**config.mk**
```make
export PLATFORM = sky130hd
export DESIGN_NAME = part_profile_capture
export DESIGN_NICKNAME = d
export VERILOG_FILES = /design/src/rtl/part_pkg.sv /design/src/rtl/profile_cmp.sv /design/src/rtl/part_profile_capture.sv
export SDC_FILE = /design/constraint.sdc
export NUM_CORES = 1
export LEC_CHECK = 0
export CORE_MARGIN = 10
export CORE_UTILIZATION = 36
export DETAILED_ROUTE_END_ITERATION = 8
export HOLD_SLACK_MARGIN = 0.05
export PLACE_DENSITY = 0.59
export RECOVER_POWER = 25
export SLEW_MARGIN = 10
export SYNTH_ARGS = -nofsm -noshare
export SYNTH_HDL_FRONTEND = slang
export SYNTH_SLANG_ARGS = --single-unit
export TNS_END_PERCENT = 1
```
**constraint.sdc**
```tcl
create_clock -name clk -period 7.4 [get_ports clk]
set_clock_uncertainty 0.05 [all_clocks]
set_input_delay 1.48 -clock clk [delete_from_list [all_inputs] [get_ports clk]]
set_output_delay 1.48 -clock clk [all_outputs]
set_load 0.05 [all_outputs]
```
**src/rtl/part_pkg.sv**
```systemverilog
// Shared state encoding and default geometry for the part profile capture block.
package part_pkg;

    localparam int DEF_DATA_W   = 12;
    localparam int DEF_ADDR_W   = 10;
    localparam int DEF_END_MARK = 882;
    localparam int DEF_TOL      = 4;

    typedef enum logic [1:0] {
        ST_IDLE   = 2'd0,
        ST_SYNC   = 2'd1,
        ST_ACQ    = 2'd2,
        ST_FINISH = 2'd3
    } state_t;

endpackage

```
**src/rtl/profile_cmp.sv**
```systemverilog
// Tolerance check of one captured sample against the stored reference word.
module profile_cmp
    import part_pkg::*;
#(
    parameter int DATA_W = DEF_DATA_W,
    parameter int TOL    = DEF_TOL
) (
    input  logic [DATA_W-1:0] sample,
    input  logic [DATA_W-1:0] ref_word,
    output logic              mismatch
);

    logic [DATA_W:0] a;
    logic [DATA_W:0] b;
    logic [DATA_W:0] diff;

    // One extra bit so the subtraction can never wrap.
    always_comb begin
        a        = {1'b0, sample};
        b        = {1'b0, ref_word};
        diff     = (a >= b) ? (a - b) : (b - a);
        mismatch = diff > (DATA_W + 1)'(TOL);
    end

endmodule

```
**src/rtl/part_profile_capture.sv**
```systemverilog
// Learns a reference part profile from CCD scan lines and inspects later parts against it.
// Optional watchdog on missing samples: define PART_PROFILE_TIMEOUT_EN.
module part_profile_capture
    import part_pkg::*;
#(
    parameter int DATA_W   = DEF_DATA_W,
    parameter int ADDR_W   = DEF_ADDR_W,
    parameter int END_MARK = DEF_END_MARK,
    parameter int TOL      = DEF_TOL
`ifdef PART_PROFILE_TIMEOUT_EN
    ,
    parameter int TIMEOUT_CYC = 2**20
`endif
) (
    input  logic              clk,
    input  logic              rst_n,
    input  logic              start,
    input  logic              mode,
    input  logic              in_valid,
    input  logic [DATA_W-1:0] in_data,
    output logic              ccd_en,
    output logic [ADDR_W-1:0] mem_addr,
    output logic [DATA_W-1:0] mem_wdata,
    output logic              mem_wren,
    input  logic [DATA_W-1:0] mem_rdata,
    output logic              busy,
    output logic              done,
    output logic              pass,
    output logic              overflow,
    output logic [ADDR_W-1:0] ref_len,
    output logic [ADDR_W-1:0] err_cnt,
    output logic [1:0]        state_o
);

    localparam logic [DATA_W-1:0] END_WORD = DATA_W'(END_MARK);
    localparam logic [ADDR_W-1:0] ADDR_OVF = {ADDR_W{1'b1}} - ADDR_W'(1);

    state_t            state, state_nxt;
    logic              mode_r;
    logic [ADDR_W-1:0] addr;
    logic              ovf_r;
    logic [ADDR_W-1:0] err_r;
    logic [ADDR_W-1:0] ref_r;
    logic [DATA_W-1:0] sample_r;
    logic              cmp_pend;
    logic              pass_r;
    logic              mismatch;
    logic              is_end;
    logic              take;
    logic              ovf_hit;
    logic              timeout_hit;
    logic              pass_now;

    profile_cmp #(.DATA_W(DATA_W), .TOL(TOL)) u_cmp (
        .sample   (sample_r),
        .ref_word (mem_rdata),
        .mismatch (mismatch)
    );

`ifdef PART_PROFILE_TIMEOUT_EN
    logic [31:0] idle_cnt;

    always_ff @(posedge clk) begin
        if (!rst_n || in_valid || !(state == ST_SYNC || state == ST_ACQ))
            idle_cnt <= '0;
        else
            idle_cnt <= idle_cnt + 32'd1;
    end

    assign timeout_hit = (state == ST_SYNC || state == ST_ACQ) && !in_valid &&
                         (idle_cnt == 32'(TIMEOUT_CYC - 1));
`else
    assign timeout_hit = 1'b0;
`endif

    // A sample is taken when it is neither the line delimiter nor a blank (zero) reading.
    always_comb begin
        is_end  = in_valid && (in_data == END_WORD);
        take    = in_valid && !is_end && (in_data != '0) &&
                  (state == ST_SYNC || state == ST_ACQ);
        ovf_hit = take && (addr == ADDR_OVF);
    end

    always_comb begin
        state_nxt = state;
        unique case (state)
            ST_IDLE:   if (start) state_nxt = ST_SYNC;
            ST_SYNC: begin
                if (ovf_hit || timeout_hit)  state_nxt = ST_FINISH;
                else if (in_valid && !is_end) state_nxt = ST_ACQ;
            end
            ST_ACQ:    if (is_end || ovf_hit || timeout_hit) state_nxt = ST_FINISH;
            ST_FINISH: state_nxt = ST_IDLE;
        endcase
    end

    // The last compare may still be in flight during FINISH, so fold it into the verdict.
    always_comb begin
        pass_now  = mode_r && !ovf_r && (addr == ref_r) && (err_r == '0) &&
                    !(cmp_pend && mismatch);
        busy      = (state != ST_IDLE);
        ccd_en    = (state == ST_SYNC) || (state == ST_ACQ);
        done      = (state == ST_FINISH);
        state_o   = state;
        mem_addr  = addr;
        mem_wren  = take && !mode_r;
        mem_wdata = mem_wren ? in_data : '0;
        pass      = (state == ST_FINISH) ? pass_now : pass_r;
        overflow  = ovf_r;
        ref_len   = ref_r;
        err_cnt   = err_r;
    end

    always_ff @(posedge clk) begin
        if (!rst_n) begin
            state    <= ST_IDLE;
            mode_r   <= 1'b0;
            addr     <= '0;
            ovf_r    <= 1'b0;
            err_r    <= '0;
            ref_r    <= '0;
            sample_r <= '0;
            cmp_pend <= 1'b0;
            pass_r   <= 1'b0;
        end else begin
            state    <= state_nxt;
            cmp_pend <= take && mode_r;
            if (take) sample_r <= in_data;
            if (state == ST_IDLE && start) begin
                mode_r <= mode;
                addr   <= '0;
                ovf_r  <= 1'b0;
                err_r  <= '0;
                pass_r <= 1'b0;
            end else begin
                if (take) addr <= addr + ADDR_W'(1);
                if (ovf_hit || timeout_hit) ovf_r <= 1'b1;
                if (cmp_pend && mismatch && (err_r != {ADDR_W{1'b1}}))
                    err_r <= err_r + ADDR_W'(1);
                if (state == ST_FINISH) begin
                    pass_r <= pass_now;
                    if (!mode_r && !ovf_r) ref_r <= addr;
                end
            end
        end
    end

endmodule

```
== Word level (Yosys, flattened, before mapping) ==
Cells that the tools add are included.

* Bits in registers: 48
* Bits in latches: 0
* Memory bits (writable): 0
* ROM bits: 0
* Bits of input ports: 29
* Logic and storage cells: 63
* Memories kept: 0

* Add/sub/neg operators: 4
* Multiply operators: 0
* Div/mod/pow operators: 0
* Order comparisons: 2
* Equal/unequal tests: 10
* Shifts and indexed selects: 0
* Muxes and demuxes: 8
* Bitwise operators: 2
* Reduce and logical (&&, ||, !) cells: 28

{| class="wikitable"
|+ Operators with widths
! operator !! number
|-
| $sub A12 B12 Y13 || 2
|-
| $add A10 B1 Y10 const B || 2
|-
| $logic_and A1 B1 Y1 || 15
|-
| $gt A13 B3 Y1 const B || 1
|-
| $mux W13 || 1
|-
| $eq A12 B10 Y1 const B || 1
|-
| $ge A12 B12 Y1 || 1
|-
| $mux W12 || 1
|-
| $reduce_bool A12 Y1 || 1
|-
| $eq A10 B10 Y1 || 1
|-
| $eq A10 B10 Y1 const B || 1
|-
| $logic_not A10 Y1 || 1
|-
| $ne A10 B10 Y1 const B || 1
|-
| $mux W2 || 4
|-
| $pmux W2 S4 || 1
|-
| $reduce_and A3 Y1 || 2
|-
| $eq A2 B2 Y1 const B || 2
|-
| $logic_not A1 Y1 || 4
|-
| $ne A2 B2 Y1 const B || 2
|-
| $ne A3 B3 Y1 const B || 1
|-
| $eq A2 B1 Y1 const B || 1
|-
| $logic_not A2 Y1 || 1
|-
| $logic_or A1 B1 Y1 || 2
|-
| $not A1 Y1 || 2
|-
| other kinds (3) || 3
|}

== Depth between registers and ports, before layout ==
* Depth after elaboration: 10
* Depth in mapped cells: 15
* Gate-level depth less buffers: 13

== Hierarchy ==
From an unflattened synthesis, not the netlist that was laid out.

* Cells, all modules: 462
* Area total of the unflattened synthesis: 3,734.8 µm²

{| class="wikitable"
|+ Modules (own cells, without submodules)
! module !! times used !! cells an instance !! area each (µm²) !! seq. area each (µm²)
|-
| part_profile_capture || 1 || 276 || 2,407.3 || 960.9
|-
| profile_cmp || 1 || 186 || 1,327.5 || 0.0
|}

== Least setup slack after synthesis ==
Ideal clock, no wire load.

* Kind: input to output
* Start point: in mem_rdata[3]
* End point: out pass
* Data arrival time: 4,166 ps
* Setup slack: 1,704 ps
* Stages: 14
* Path buffers: 2
* Cells stage by stage: inv_1 > ha_1 > buf_6 > a21o_4 > a21oi_4 > a211oi_2 > o31a_1 > or3_1 > a22oi_1 > o2111ai_2 > o21ai_4 > buf_6 > nand2_1 > nand2_1

* Word-level cells in the longest chain between the ends: 7

{| class="wikitable"
|+ Ends and longest elaborated chain
! what !! line !! text
|-
| from (decl) || part_profile_capture.sv:25 || <nowiki>input logic [DATA_W-1:0] mem_rdata,</nowiki>
|-
| $sub A12 B12 Y13 / $ge A12 B12 Y1 (equally long branches) || profile_cmp.sv:21 || <nowiki>diff = (a >= b) ? (a - b) : (b - a);</nowiki>
|-
| $mux W13 (*) || profile_cmp.sv:21 ||
|-
| $gt A13 B3 Y1 (*) || profile_cmp.sv:22 || <nowiki>mismatch = diff > (DATA_W + 1)'(TOL);</nowiki>
|-
| $logic_and A1 B1 Y1 (*) || part_profile_capture.sv:100 || <nowiki>!(cmp_pend && mismatch);</nowiki>
|-
| $logic_not A1 Y1 (*) || part_profile_capture.sv:100 ||
|-
| $logic_and A1 B1 Y1 (*) || part_profile_capture.sv:99 || <nowiki>pass_now = mode_r && !ovf_r && (addr == ref_r) && (err_r == '0) &&</nowiki>
|-
| $mux W1 (*) || part_profile_capture.sv:108 || <nowiki>pass = (state == ST_FINISH) ? pass_now : pass_r;</nowiki>
|-
| to (decl) || part_profile_capture.sv:28 || <nowiki>output logic pass,</nowiki>
|}

Mark *: on every way between the ends. The rest lies on a longest branch, timed or not.

== Worst setup path after layout ==
* Start point: in mem_rdata[4]
* End point: out pass

Same word-level chain as after synthesis.

==> metrics.yaml <==
ant_nets: 0
drive_above_1_share: 0.0450
htreeDepth: 2
worst-setup-path-type: "in2out"
tns_ps: 0
setup_slack_ps: 615
gp_congestion: 0.823
num_rows: 37
grt_max_degree: 29
fp.dieH_microns: 123
port_buffers: 78
grt_pass1_wl_microns: 17500
finalCritPeriodShare: 0.917
synth_edf_count: 0
ys_seq_area_frac: 0.250
total_power_mw: 1.17
dp.cells: 661
vias_per_cell: 5.22
cts_buffer_depth: 2
io_pins: 79
grt_util_met3: 0.0488
max_slew.worst_pin.slew_ps: 1050
arrival_ps: 5260
avgRoutedWirePerCell_microns: 16.0
die_w_microns: 123
drtIter0Drc: 184
worst_ep_required_time_ps: 5870
grt_util_all_layers: 0.141
startpoint: "mem_rdata[4]"
grt.overflow.total: 0
max-cap-violations: 0
end_kind: "primary output"
first_pass_iters: 4
regToRegStartpoint: "sample_r[5]"
ir_drop_mv: 0.289
diodes: 0
syn_area_per_cell_sq_um: 8.24
postCtsHoldBufs: 0
pre_cts_slack_ps: 610
num-fill-cells: 1059
gr-usage-met2: 0.232
fin_cells: 669
p_per_area_nw_per_um2: 241
grt.busiest_layer: "met2"
syn_inst: 467
cts_made_buffers: 5
initial_utilization: 0.371
post_cts_buffers: 0
synth_area_sq_um: 3850
async_flop_share: 0
synth_cell_types: 75
hpwl_microns: 8500
placed_area_sq_um: 4710
core_area_sq_um: 10400
fin_area_sq_um: 4830
grt_pass1_vias: 3449
relSlewSlack: 0.298
cts_root_buffer: "clkbuf_8"
ys.flop_type: "dfxtp_1"
power_leakage_nw: 1.85
drc_errors: 0
setup-violations-final: 0
grt_setup_unrepaired: "false"
hold_start: "pass_r"
layout_min_cycle_time_ps: 6790
fp.dieArea_sq_um: 15200
num-nets-final: 596
clkTransAtPathRegs_ps: 90
antenna_found_initial: 0
numClockSinks: 48
yosysWarnings: 0
max_freq_mhz: 147
synth_nets: 531
grt_use_met1: 0.174
mostFrequentLayoutCells: "64 x clkdlybuf4s50_1, 48 x dfxtp_1, 35 x inv_1"
critPathMaxFanout: 13
ys_ff_latch: 48
cts_resized: 0
status: "completed"
clk-insertion-delay-late_ps: 300
hold_viol_final: 0
cp-start-kind: "primary input"
cts_tree: "done"
vias: 3489
hp-class: "reg2reg"
drt_wl_total_microns: 10700
syn2layout_area_growth_pct: 25.5
slew_violations: 0
final_common_cell: "clkdlybuf4s50_1"
flip-flops by register name, indices dropped and copies added (netlist names):
| signal | flops |
|---|---|
| err_cnt | 10 |
| ref_len | 10 |
| mode_r | 1 |
| overflow | 1 |
| pass_r | 1 |
| state_o | 2 |
| mem_addr | 10 |
| sample_r | 12 |
| cmp_pend | 1 |
path summary, 6_finish.rpt:
check | to | slack [ps] | cells past startpoint
worst max-delay path | pass | 610 | 14
worst max register to register | err_cnt[5] | 3830 | 11
worst min register to register | pass_r | 440 | 2
worst min-delay path | pass_r | 440 | 2
worst max-delay path: stages:
cell and delay, ps:
clkdlybuf4s50_1 480, inv_1 50, ha_1 470, and3_2 330, o21ai_2 120, a211oi_2 120, o31a_1 290, or3_1 300
a22oi_1 240, o2111ai_2 210, o21ai_4 180, nand2_1 80, nand2_1 70, clkdlybuf4s50_1 810
report_power, final:
part           leakage [nW]  switching (mW)  internal (mW)
clock                0.0614          0.0922          0.111
sequential            0.388          0.0341          0.283
combinational          1.40           0.398          0.249
total                  1.85           0.525          0.642
layer usage:
metal | part of all wire | wire length, microns
met1 | 0.45 | 4790
met5 | 0 | 0
met2 | 0.47 | 5030
met4 | 0.011 | 118
met3 | 0.072 | 768
final cells by class:
type,instances,area (sq um),area share
Sequential cell,48,961,0.199
Clock inverter,2,38.8,0.00803
Multi-Input combinational cell,363,2660,0.550
Timing Repair Buffer,79,788,0.163
Inverter,35,131,0.0272
Clock buffer,6,82.6,0.0171
Tap cell,136,170,0.0352
stage by stage:
| stage | utilization | hold slack [ps] |
|---|---|---|
| global placement | 0.454 | 420 |
| finish | 0.466 | 445 |
| global route | 0.466 | 493 |
| CTS | 0.466 | 441 |
| floorplan | - | 405 |
| detailed placement | 0.454 | 424 |
cells in the mapped netlist, types with 8 or more instances:
| cell type | instances | area [sq um] |
|---|---|---|
| nand2_1 | 30 | 113 |
| xor2_1 | 8 | 70.1 |
| inv_1 | 35 | 131 |
| a21o_1 | 11 | 82.6 |
| xnor2_1 | 12 | 105 |
| a21oi_1 | 31 | 155 |
| nor2b_1 | 28 | 175 |
| or4_1 | 8 | 60.1 |
| dfxtp_1 | 48 | 961 |
| o21ai_0 | 16 | 80.1 |
| ha_1 | 33 | 413 |
| and3_1 | 8 | 50.1 |
| nor2_1 | 22 | 82.6 |
| nand3_1 | 12 | 60.1 |
| clkbuf_1 | 10 | 37.5 |
| or3_1 | 8 | 50.1 |
| mux2i_1 | 25 | 250 |
| and2_1 | 15 | 93.8 |
kinds of logic (layout without fill, tap and decap cells):
logic type	Yosys count	count (layout)	synth area share
XOR/XNOR	20	20	0.0455
AO/OA/AOI/OAI	119	119	0.224
adder cells (fa/ha/maj)	35	35	0.118
AND/OR/NAND/NOR	164	164	0.237
buffers and inverters	56	122	0.0611
multiplexers	25	25	0.0650
flip-flops	48	48	0.250
Power figures use the tool's default switching activity.
